==> src/rtl/pipeline_hazard_ctrl_if.sv <==
// Hazard-control bundle: ID/EX/MEM/WB descriptors in, pipeline enables,
// flushes, forwarded operands and performance counters out.
interface pipeline_hazard_ctrl_if #(
  parameter int REG_ID_W = 5,
  parameter int DATA_W   = 32
);
  logic [REG_ID_W-1:0] id_rs1, id_rs2;
  logic                id_rs1_used, id_rs2_used;
  logic [REG_ID_W-1:0] ex_rs1, ex_rs2;
  logic [DATA_W-1:0]   ex_rs1_data, ex_rs2_data;
  logic [REG_ID_W-1:0] ex_rd;
  logic                ex_reg_write, ex_mem_read, ex_branch_taken;
  logic [REG_ID_W-1:0] mem_rd;
  logic                mem_reg_write, mem_mem_access;
  logic [DATA_W-1:0]   mem_data;
  logic [REG_ID_W-1:0] wb_rd;
  logic                wb_reg_write;
  logic [DATA_W-1:0]   wb_data;

  logic                pc_en, if_id_en, id_ex_en, ex_mem_en;
  logic                if_id_flush, id_ex_flush, mem_wb_flush;
  logic [1:0]          fwd_a_sel, fwd_b_sel;
  logic [DATA_W-1:0]   op_a, op_b;
  logic [31:0]         stall_cycles, flush_count;

  modport master (
    output id_rs1, id_rs2, id_rs1_used, id_rs2_used,
           ex_rs1, ex_rs2, ex_rs1_data, ex_rs2_data,
           ex_rd, ex_reg_write, ex_mem_read, ex_branch_taken,
           mem_rd, mem_reg_write, mem_mem_access, mem_data,
           wb_rd, wb_reg_write, wb_data,
    input  pc_en, if_id_en, id_ex_en, ex_mem_en,
           if_id_flush, id_ex_flush, mem_wb_flush,
           fwd_a_sel, fwd_b_sel, op_a, op_b, stall_cycles, flush_count
  );

  modport slave (
    input  id_rs1, id_rs2, id_rs1_used, id_rs2_used,
           ex_rs1, ex_rs2, ex_rs1_data, ex_rs2_data,
           ex_rd, ex_reg_write, ex_mem_read, ex_branch_taken,
           mem_rd, mem_reg_write, mem_mem_access, mem_data,
           wb_rd, wb_reg_write, wb_data,
    output pc_en, if_id_en, id_ex_en, ex_mem_en,
           if_id_flush, id_ex_flush, mem_wb_flush,
           fwd_a_sel, fwd_b_sel, op_a, op_b, stall_cycles, flush_count
  );
endinterface

==> src/rtl/pipeline_hazard_ctrl.sv <==
// 5-stage pipeline hazard control: memory wait freeze, branch flush,
// load-use / RAW stalls, operand forwarding and stall/flush counters.
module pipeline_hazard_ctrl #(
  parameter int REG_ID_W = 5,
  parameter int DATA_W   = 32,
  parameter int MEM_WAIT = 0,
  parameter int FWD_EN   = 1
) (
  input  logic                  clk,
  input  logic                  reset_n,
  pipeline_hazard_ctrl_if.slave hz
);

  typedef enum logic [1:0] {RUN, WAIT, DONE} state_t;

  localparam logic [3:0] WAIT_LOAD = 4'(MEM_WAIT - 1);

  state_t      state_q, state_d;
  logic [3:0]  cnt_q, cnt_d;
  logic [31:0] stall_q, stall_d;
  logic [31:0] flush_q, flush_d;

  logic              freeze, branch, raw_stall;
  logic              pc_en, if_id_en, id_ex_en, ex_mem_en;
  logic              if_id_flush, id_ex_flush, mem_wb_flush;
  logic [1:0]        sel_a, sel_b;
  logic [DATA_W-1:0] op_a, op_b;

  function automatic logic match(input logic [REG_ID_W-1:0] x,
                                 input logic [REG_ID_W-1:0] rd,
                                 input logic                we);
    return we && (rd != '0) && (x == rd);
  endfunction

  always_comb begin
    state_d = state_q;
    cnt_d   = cnt_q;
    case (state_q)
      RUN: if (hz.mem_mem_access && MEM_WAIT > 0) begin
        if (MEM_WAIT == 1) state_d = DONE;
        else begin
          cnt_d   = WAIT_LOAD;
          state_d = WAIT;
        end
      end
      WAIT: begin
        cnt_d = cnt_q - 4'd1;
        if (cnt_q == 4'd1) state_d = DONE;
      end
      DONE:    state_d = RUN;
      default: state_d = RUN;
    endcase
  end

  // The access cycle itself freezes in RUN so the total equals MEM_WAIT.
  assign freeze = reset_n &&
                  ((state_q == RUN && hz.mem_mem_access && MEM_WAIT > 0) ||
                   state_q == WAIT);
  assign branch = reset_n && !freeze && hz.ex_branch_taken;

  always_comb begin
    raw_stall = 1'b0;
    if (FWD_EN != 0) begin
      raw_stall = hz.ex_mem_read &&
        ((match(hz.id_rs1, hz.ex_rd, hz.ex_reg_write) && hz.id_rs1_used) ||
         (match(hz.id_rs2, hz.ex_rd, hz.ex_reg_write) && hz.id_rs2_used));
    end else begin
      raw_stall =
        (hz.id_rs1_used && (match(hz.id_rs1, hz.ex_rd, hz.ex_reg_write) ||
                            match(hz.id_rs1, hz.mem_rd, hz.mem_reg_write))) ||
        (hz.id_rs2_used && (match(hz.id_rs2, hz.ex_rd, hz.ex_reg_write) ||
                            match(hz.id_rs2, hz.mem_rd, hz.mem_reg_write)));
    end
  end

  always_comb begin
    pc_en        = 1'b1;
    if_id_en     = 1'b1;
    id_ex_en     = 1'b1;
    ex_mem_en    = 1'b1;
    if_id_flush  = 1'b0;
    id_ex_flush  = 1'b0;
    mem_wb_flush = 1'b0;
    if (!reset_n) begin
      pc_en        = 1'b0;
      if_id_flush  = 1'b1;
      id_ex_flush  = 1'b1;
      mem_wb_flush = 1'b1;
    end else if (freeze) begin
      pc_en        = 1'b0;
      if_id_en     = 1'b0;
      id_ex_en     = 1'b0;
      ex_mem_en    = 1'b0;
      mem_wb_flush = 1'b1;
    end else if (branch) begin
      if_id_flush = 1'b1;
      id_ex_flush = 1'b1;
    end else if (raw_stall) begin
      pc_en       = 1'b0;
      if_id_en    = 1'b0;
      id_ex_flush = 1'b1;
    end
  end

  // MEM result is younger than WB, so it wins when both target the source.
  always_comb begin
    sel_a = 2'd0;
    sel_b = 2'd0;
    if (reset_n && FWD_EN != 0) begin
      if (match(hz.ex_rs1, hz.mem_rd, hz.mem_reg_write))    sel_a = 2'd1;
      else if (match(hz.ex_rs1, hz.wb_rd, hz.wb_reg_write)) sel_a = 2'd2;
      if (match(hz.ex_rs2, hz.mem_rd, hz.mem_reg_write))    sel_b = 2'd1;
      else if (match(hz.ex_rs2, hz.wb_rd, hz.wb_reg_write)) sel_b = 2'd2;
    end
    case (sel_a)
      2'd1:    op_a = hz.mem_data;
      2'd2:    op_a = hz.wb_data;
      default: op_a = hz.ex_rs1_data;
    endcase
    case (sel_b)
      2'd1:    op_b = hz.mem_data;
      2'd2:    op_b = hz.wb_data;
      default: op_b = hz.ex_rs2_data;
    endcase
  end

  always_comb begin
    stall_d = stall_q;
    flush_d = flush_q;
    if (!pc_en && stall_q != '1) stall_d = stall_q + 32'd1;
    if (branch && flush_q != '1) flush_d = flush_q + 32'd1;
  end

  always_ff @(posedge clk) begin
    if (!reset_n) begin
      state_q <= RUN;
      cnt_q   <= '0;
      stall_q <= '0;
      flush_q <= '0;
    end else begin
      state_q <= state_d;
      cnt_q   <= cnt_d;
      stall_q <= stall_d;
      flush_q <= flush_d;
    end
  end

  assign hz.pc_en        = pc_en;
  assign hz.if_id_en     = if_id_en;
  assign hz.id_ex_en     = id_ex_en;
  assign hz.ex_mem_en    = ex_mem_en;
  assign hz.if_id_flush  = if_id_flush;
  assign hz.id_ex_flush  = id_ex_flush;
  assign hz.mem_wb_flush = mem_wb_flush;
  assign hz.fwd_a_sel    = sel_a;
  assign hz.fwd_b_sel    = sel_b;
  assign hz.op_a         = op_a;
  assign hz.op_b         = op_b;
  assign hz.stall_cycles = stall_q;
  assign hz.flush_count  = flush_q;

endmodule

==> src/flat_wrapper.sv <==
// flat-port wrapper written by rule: the top's interface ports become plain ports
module pipeline_hazard_ctrl_flat 
#(
  parameter int REG_ID_W = 5,
  parameter int DATA_W   = 32,
  parameter int MEM_WAIT = 0,
  parameter int FWD_EN   = 1
)
  (clk, reset_n, hz_id_rs1, hz_id_rs2, hz_id_rs1_used, hz_id_rs2_used, hz_ex_rs1, hz_ex_rs2, hz_ex_rs1_data, hz_ex_rs2_data, hz_ex_rd, hz_ex_reg_write, hz_ex_mem_read, hz_ex_branch_taken, hz_mem_rd, hz_mem_reg_write, hz_mem_mem_access, hz_mem_data, hz_wb_rd, hz_wb_reg_write, hz_wb_data, hz_pc_en, hz_if_id_en, hz_id_ex_en, hz_ex_mem_en, hz_if_id_flush, hz_id_ex_flush, hz_mem_wb_flush, hz_fwd_a_sel, hz_fwd_b_sel, hz_op_a, hz_op_b, hz_stall_cycles, hz_flush_count);
  pipeline_hazard_ctrl_if #(.REG_ID_W(REG_ID_W), .DATA_W(DATA_W)) hz_i ();
  input  logic clk;
  input  logic reset_n;
  input wire logic [$bits(hz_i.id_rs1)-1:0] hz_id_rs1;
  input wire logic [$bits(hz_i.id_rs2)-1:0] hz_id_rs2;
  input wire logic [$bits(hz_i.id_rs1_used)-1:0] hz_id_rs1_used;
  input wire logic [$bits(hz_i.id_rs2_used)-1:0] hz_id_rs2_used;
  input wire logic [$bits(hz_i.ex_rs1)-1:0] hz_ex_rs1;
  input wire logic [$bits(hz_i.ex_rs2)-1:0] hz_ex_rs2;
  input wire logic [$bits(hz_i.ex_rs1_data)-1:0] hz_ex_rs1_data;
  input wire logic [$bits(hz_i.ex_rs2_data)-1:0] hz_ex_rs2_data;
  input wire logic [$bits(hz_i.ex_rd)-1:0] hz_ex_rd;
  input wire logic [$bits(hz_i.ex_reg_write)-1:0] hz_ex_reg_write;
  input wire logic [$bits(hz_i.ex_mem_read)-1:0] hz_ex_mem_read;
  input wire logic [$bits(hz_i.ex_branch_taken)-1:0] hz_ex_branch_taken;
  input wire logic [$bits(hz_i.mem_rd)-1:0] hz_mem_rd;
  input wire logic [$bits(hz_i.mem_reg_write)-1:0] hz_mem_reg_write;
  input wire logic [$bits(hz_i.mem_mem_access)-1:0] hz_mem_mem_access;
  input wire logic [$bits(hz_i.mem_data)-1:0] hz_mem_data;
  input wire logic [$bits(hz_i.wb_rd)-1:0] hz_wb_rd;
  input wire logic [$bits(hz_i.wb_reg_write)-1:0] hz_wb_reg_write;
  input wire logic [$bits(hz_i.wb_data)-1:0] hz_wb_data;
  output wire logic [$bits(hz_i.pc_en)-1:0] hz_pc_en;
  output wire logic [$bits(hz_i.if_id_en)-1:0] hz_if_id_en;
  output wire logic [$bits(hz_i.id_ex_en)-1:0] hz_id_ex_en;
  output wire logic [$bits(hz_i.ex_mem_en)-1:0] hz_ex_mem_en;
  output wire logic [$bits(hz_i.if_id_flush)-1:0] hz_if_id_flush;
  output wire logic [$bits(hz_i.id_ex_flush)-1:0] hz_id_ex_flush;
  output wire logic [$bits(hz_i.mem_wb_flush)-1:0] hz_mem_wb_flush;
  output wire logic [$bits(hz_i.fwd_a_sel)-1:0] hz_fwd_a_sel;
  output wire logic [$bits(hz_i.fwd_b_sel)-1:0] hz_fwd_b_sel;
  output wire logic [$bits(hz_i.op_a)-1:0] hz_op_a;
  output wire logic [$bits(hz_i.op_b)-1:0] hz_op_b;
  output wire logic [$bits(hz_i.stall_cycles)-1:0] hz_stall_cycles;
  output wire logic [$bits(hz_i.flush_count)-1:0] hz_flush_count;
  assign hz_i.id_rs1 = hz_id_rs1;
  assign hz_i.id_rs2 = hz_id_rs2;
  assign hz_i.id_rs1_used = hz_id_rs1_used;
  assign hz_i.id_rs2_used = hz_id_rs2_used;
  assign hz_i.ex_rs1 = hz_ex_rs1;
  assign hz_i.ex_rs2 = hz_ex_rs2;
  assign hz_i.ex_rs1_data = hz_ex_rs1_data;
  assign hz_i.ex_rs2_data = hz_ex_rs2_data;
  assign hz_i.ex_rd = hz_ex_rd;
  assign hz_i.ex_reg_write = hz_ex_reg_write;
  assign hz_i.ex_mem_read = hz_ex_mem_read;
  assign hz_i.ex_branch_taken = hz_ex_branch_taken;
  assign hz_i.mem_rd = hz_mem_rd;
  assign hz_i.mem_reg_write = hz_mem_reg_write;
  assign hz_i.mem_mem_access = hz_mem_mem_access;
  assign hz_i.mem_data = hz_mem_data;
  assign hz_i.wb_rd = hz_wb_rd;
  assign hz_i.wb_reg_write = hz_wb_reg_write;
  assign hz_i.wb_data = hz_wb_data;
  assign hz_pc_en = hz_i.pc_en;
  assign hz_if_id_en = hz_i.if_id_en;
  assign hz_id_ex_en = hz_i.id_ex_en;
  assign hz_ex_mem_en = hz_i.ex_mem_en;
  assign hz_if_id_flush = hz_i.if_id_flush;
  assign hz_id_ex_flush = hz_i.id_ex_flush;
  assign hz_mem_wb_flush = hz_i.mem_wb_flush;
  assign hz_fwd_a_sel = hz_i.fwd_a_sel;
  assign hz_fwd_b_sel = hz_i.fwd_b_sel;
  assign hz_op_a = hz_i.op_a;
  assign hz_op_b = hz_i.op_b;
  assign hz_stall_cycles = hz_i.stall_cycles;
  assign hz_flush_count = hz_i.flush_count;
  pipeline_hazard_ctrl #(.REG_ID_W(REG_ID_W), .DATA_W(DATA_W), .MEM_WAIT(MEM_WAIT), .FWD_EN(FWD_EN)) u_core (.clk(clk), .reset_n(reset_n), .hz(hz_i));
endmodule
==> config.mk <==
export PLATFORM = sky130hd
export DESIGN_NAME = pipeline_hazard_ctrl_flat
export DESIGN_NICKNAME = d
export VERILOG_FILES = /design/src/rtl/pipeline_hazard_ctrl_if.sv /design/src/rtl/pipeline_hazard_ctrl.sv /design/src/flat_wrapper.sv
export SDC_FILE = /design/constraint.sdc
export NUM_CORES = 1
export LEC_CHECK = 0
export CORE_MARGIN = 8
export CORE_UTILIZATION = 40
export CTS_BUF_LIST = sky130_fd_sc_hd__clkbuf_4
export DETAILED_ROUTE_END_ITERATION = 10
export PLACE_DENSITY = 0.88
export SYNTH_ARGS = -nofsm -noshare
export SYNTH_HDL_FRONTEND = slang
export SYNTH_SLANG_ARGS = --single-unit
==> constraint.sdc <==
create_clock -name clk -period 5 [get_ports clk]
set_clock_uncertainty 0.05 [all_clocks]
set_input_delay 0.75 -clock clk [delete_from_list [all_inputs] [get_ports clk]]
set_output_delay 0.75 -clock clk [all_outputs]
set_load 0.05 [all_outputs]
==> impl_results.md <==
* Die Span Y at 124 um
* CTS tree: done
* Final min period at 4.42 ns
* I/O Pins at 312
* Nets at 1094
* Final design instance area without fill at 8300 um2
* Tot Pwr at 1.34 mW
* Crit path DAT at 3.62 ns
* Synth Flop Type: dfxtp_1
* Clock latency on the worst-skew pair at 0.40 ns
* Max_cap viols at 0
* CP Capture Type: primary output
* Post-CTS Repair Setup Buffers at 0
* TNS Setup at 0 ns
* Critical-path cell list: clkdlybuf4s50_1 -> or4_1 -> o21ai_1 -> buf_4 -> nor4_1 -> a211oi_4 -> buf_4 -> nor2_2 -> buf_4 -> a21o_1 -> buf_12
* Starting density of the core at 41.1%
* Aggregate global-route resource usage at 26.5%
* Vias/cell at 5.61
* Slowest-stage cell, CP: nor4_1
* Largest net degree at the start of global routing at 41
* Critical path's largest stage delay at 0.61 ns
* Core box area at 11400 um2
* Starting DRC count in detailed routing at 461
* Pre-CTS WS at 0.580 ns
* Area after DPL at 8200 um2
* # port buffers at 308
* Rows at 39
* CP max FO at 16
* Number of synthesized flops with an enable pin at 0
* WL per Instance at 20.5 um
* Period utilization at 88.3%
* Crit path launch type: input port
* Cts hold-fix bufs at 0
* CP bufs+invs at 5
* Largest vdd supply drop at 0.171 mV
* Syn Area/Cell at 7.57 um2
* Fin. max-slew vios at 0
* RSZ-0062 raised after global routing: no
* Final setup fails at 0
* GPL Wtd Cong at 0.894
* Most frequent cells in the layout: 241 x clkdlybuf4s50_1, 94 x nand2_1, 64 x dfxtp_1
* Post-synthesis async set-or-reset flop share at 0%
* DRT Pass-1 Iters at 6
* Hold Crit Class: reg2reg
* Die area at 15500 um2
* Dpl hpwl at 17600 um
* Post-cts repair resize count at 0
* Final WS setup at 0.584 ns
* Die X at 124 um
* Clock transition at path regs at 0.09 ns
* Layout area overhead at 76.7%
* CP top delay family: buffers and inverters
* Synth unique cells at 55
* CTS sink count at 64
* Most Frequent Cell on Critical Path: buf_4
* Area of the mapped netlist at 4700 um2
* DRC violations left at 0
* Final wirelength at 21900 um
* Final Util at 72.7%
* CTS max path bufs at 2
* Grt total ovfl at 0
* Seq cells post-synth at 64
* Slew margin rel. at 40.3%
* Placed cells at 1051
* Outcome: completed
* CTS buffer count at 9
* Commonest non-fill, non-tap cell in the layout: clkdlybuf4s50_1
* Mapped Cells at 621
* Critical path type: in2out
* Final hold viol count at 0
* Layout Cells excl Fill at 1069
* Root buffer cell: clkbuf_4
* Sequential share of the synthesized area at 27.3%
* Antenna violations before repair at 2
* H-tree level count at 3
* Via count at 5996
* YS warnings at 0
* Vias in the first global route at 5922
* Layout cells sized above 1 at 11.5%
* Pwr Density at 161 nW/um2
* DRT antenna net count at 0
* Worst Path Required at 4.20 ns
* Leakage at 3.25 nW
* Fmax at 226 MHz
* Min Hold Slack at 0.454 ns
* First-pass GRT wire length at 33300 um
* Worst-margin pin slew at 0.889 ns
[synth_stat cells, types with 5 or more instances]
library cell | number | area share (%)
nand3_1 | 40 | 4.3
nand2_1 | 94 | 7.5
buf_2 | 13 | 1.4
a21oi_1 | 18 | 1.9
nand4_1 | 20 | 2.7
nor3_1 | 7 | 0.75
inv_1 | 7 | 0.56
a22o_1 | 32 | 6.0
and4_1 | 9 | 1.7
or3_1 | 16 | 2.1
clkbuf_1 | 19 | 1.5
o21ai_0 | 16 | 1.7
xor2_1 | 36 | 6.7
a22oi_1 | 32 | 5.1
and3_1 | 10 | 1.3
nor2_1 | 53 | 4.2
nor4_1 | 6 | 0.80
dfxtp_1 | 64 | 27
nand2b_1 | 5 | 0.67
xnor2_1 | 34 | 6.3
a21o_1 | 32 | 5.1
and2_1 | 10 | 1.3
[final timing paths]
check	endpoint	slack (ns)	cells after the start	start
min	u_core.hz.stall_cycles[12]	0.45	2	u_core.hz.stall_cycles[12]
max reg2reg	u_core.hz.stall_cycles[14]	2.19	7	u_core.hz.stall_cycles[1]
min reg2reg	u_core.hz.stall_cycles[12]	0.45	2	u_core.hz.stall_cycles[12]
max	hz_op_b[14]	0.58	11	hz_mem_rd[2]
[sequential cells by signal, summed over array words and instances (netlist names)]
register,flops
u_core.hz.flush_count,32
u_core.hz.stall_cycles,32
[kinds of logic (layout without fill, tap and decap cells)]
family,after synthesis,in the layout,synth area share [%]
other,1,5,0.0798
XOR/XNOR,70,70,13.0
flip-flops,64,64,27.3
AO/OA/AOI/OAI,153,153,23.9
adder cells (fa/ha/maj),2,2,0.533
buffers and inverters,42,343,4.02
AND/OR/NAND/NOR,288,288,30.9
multiplexers,1,1,0.213
[where the power goes]
part | total, mW | switching (mW) | internal, mW
combinational | 0.540 | 0.278 | 0.261
clock | 0.280 | 0.180 | 0.100
sequential | 0.516 | 0.00380 | 0.512
total | 1.34 | 0.462 | 0.874
[cell type report]
class	count	area [um2]
timing repair buffer	321	3450
clock buffer	10	75.1
sequential	64	1280
inverter	7	26.3
clock inverter	5	25.0
multi-input combinational	516	3260
tap	143	179
fill	893	3120
antenna	3	7.51
[per-layer routing]
layer  track usage, %  routed length [um]  up-vias
li1                 -                   -     2867
met1             29.2                8360     2812
met2             46.6               11000      271
met3             7.06                1690       46
met4             11.9                 841        0
met5                0                   0        -
[worst reg2reg max path, cell delays in order (launching register included)]
cell and delay [ns]:
dfxtp_1 0.46, ha_1 0.32, nand2_1 0.09, or4_4 0.63, o31a_2 0.50, nand2_1 0.37
o311ai_0 0.19, o41ai_1 0.10
Power figures use the tool's default switching activity.
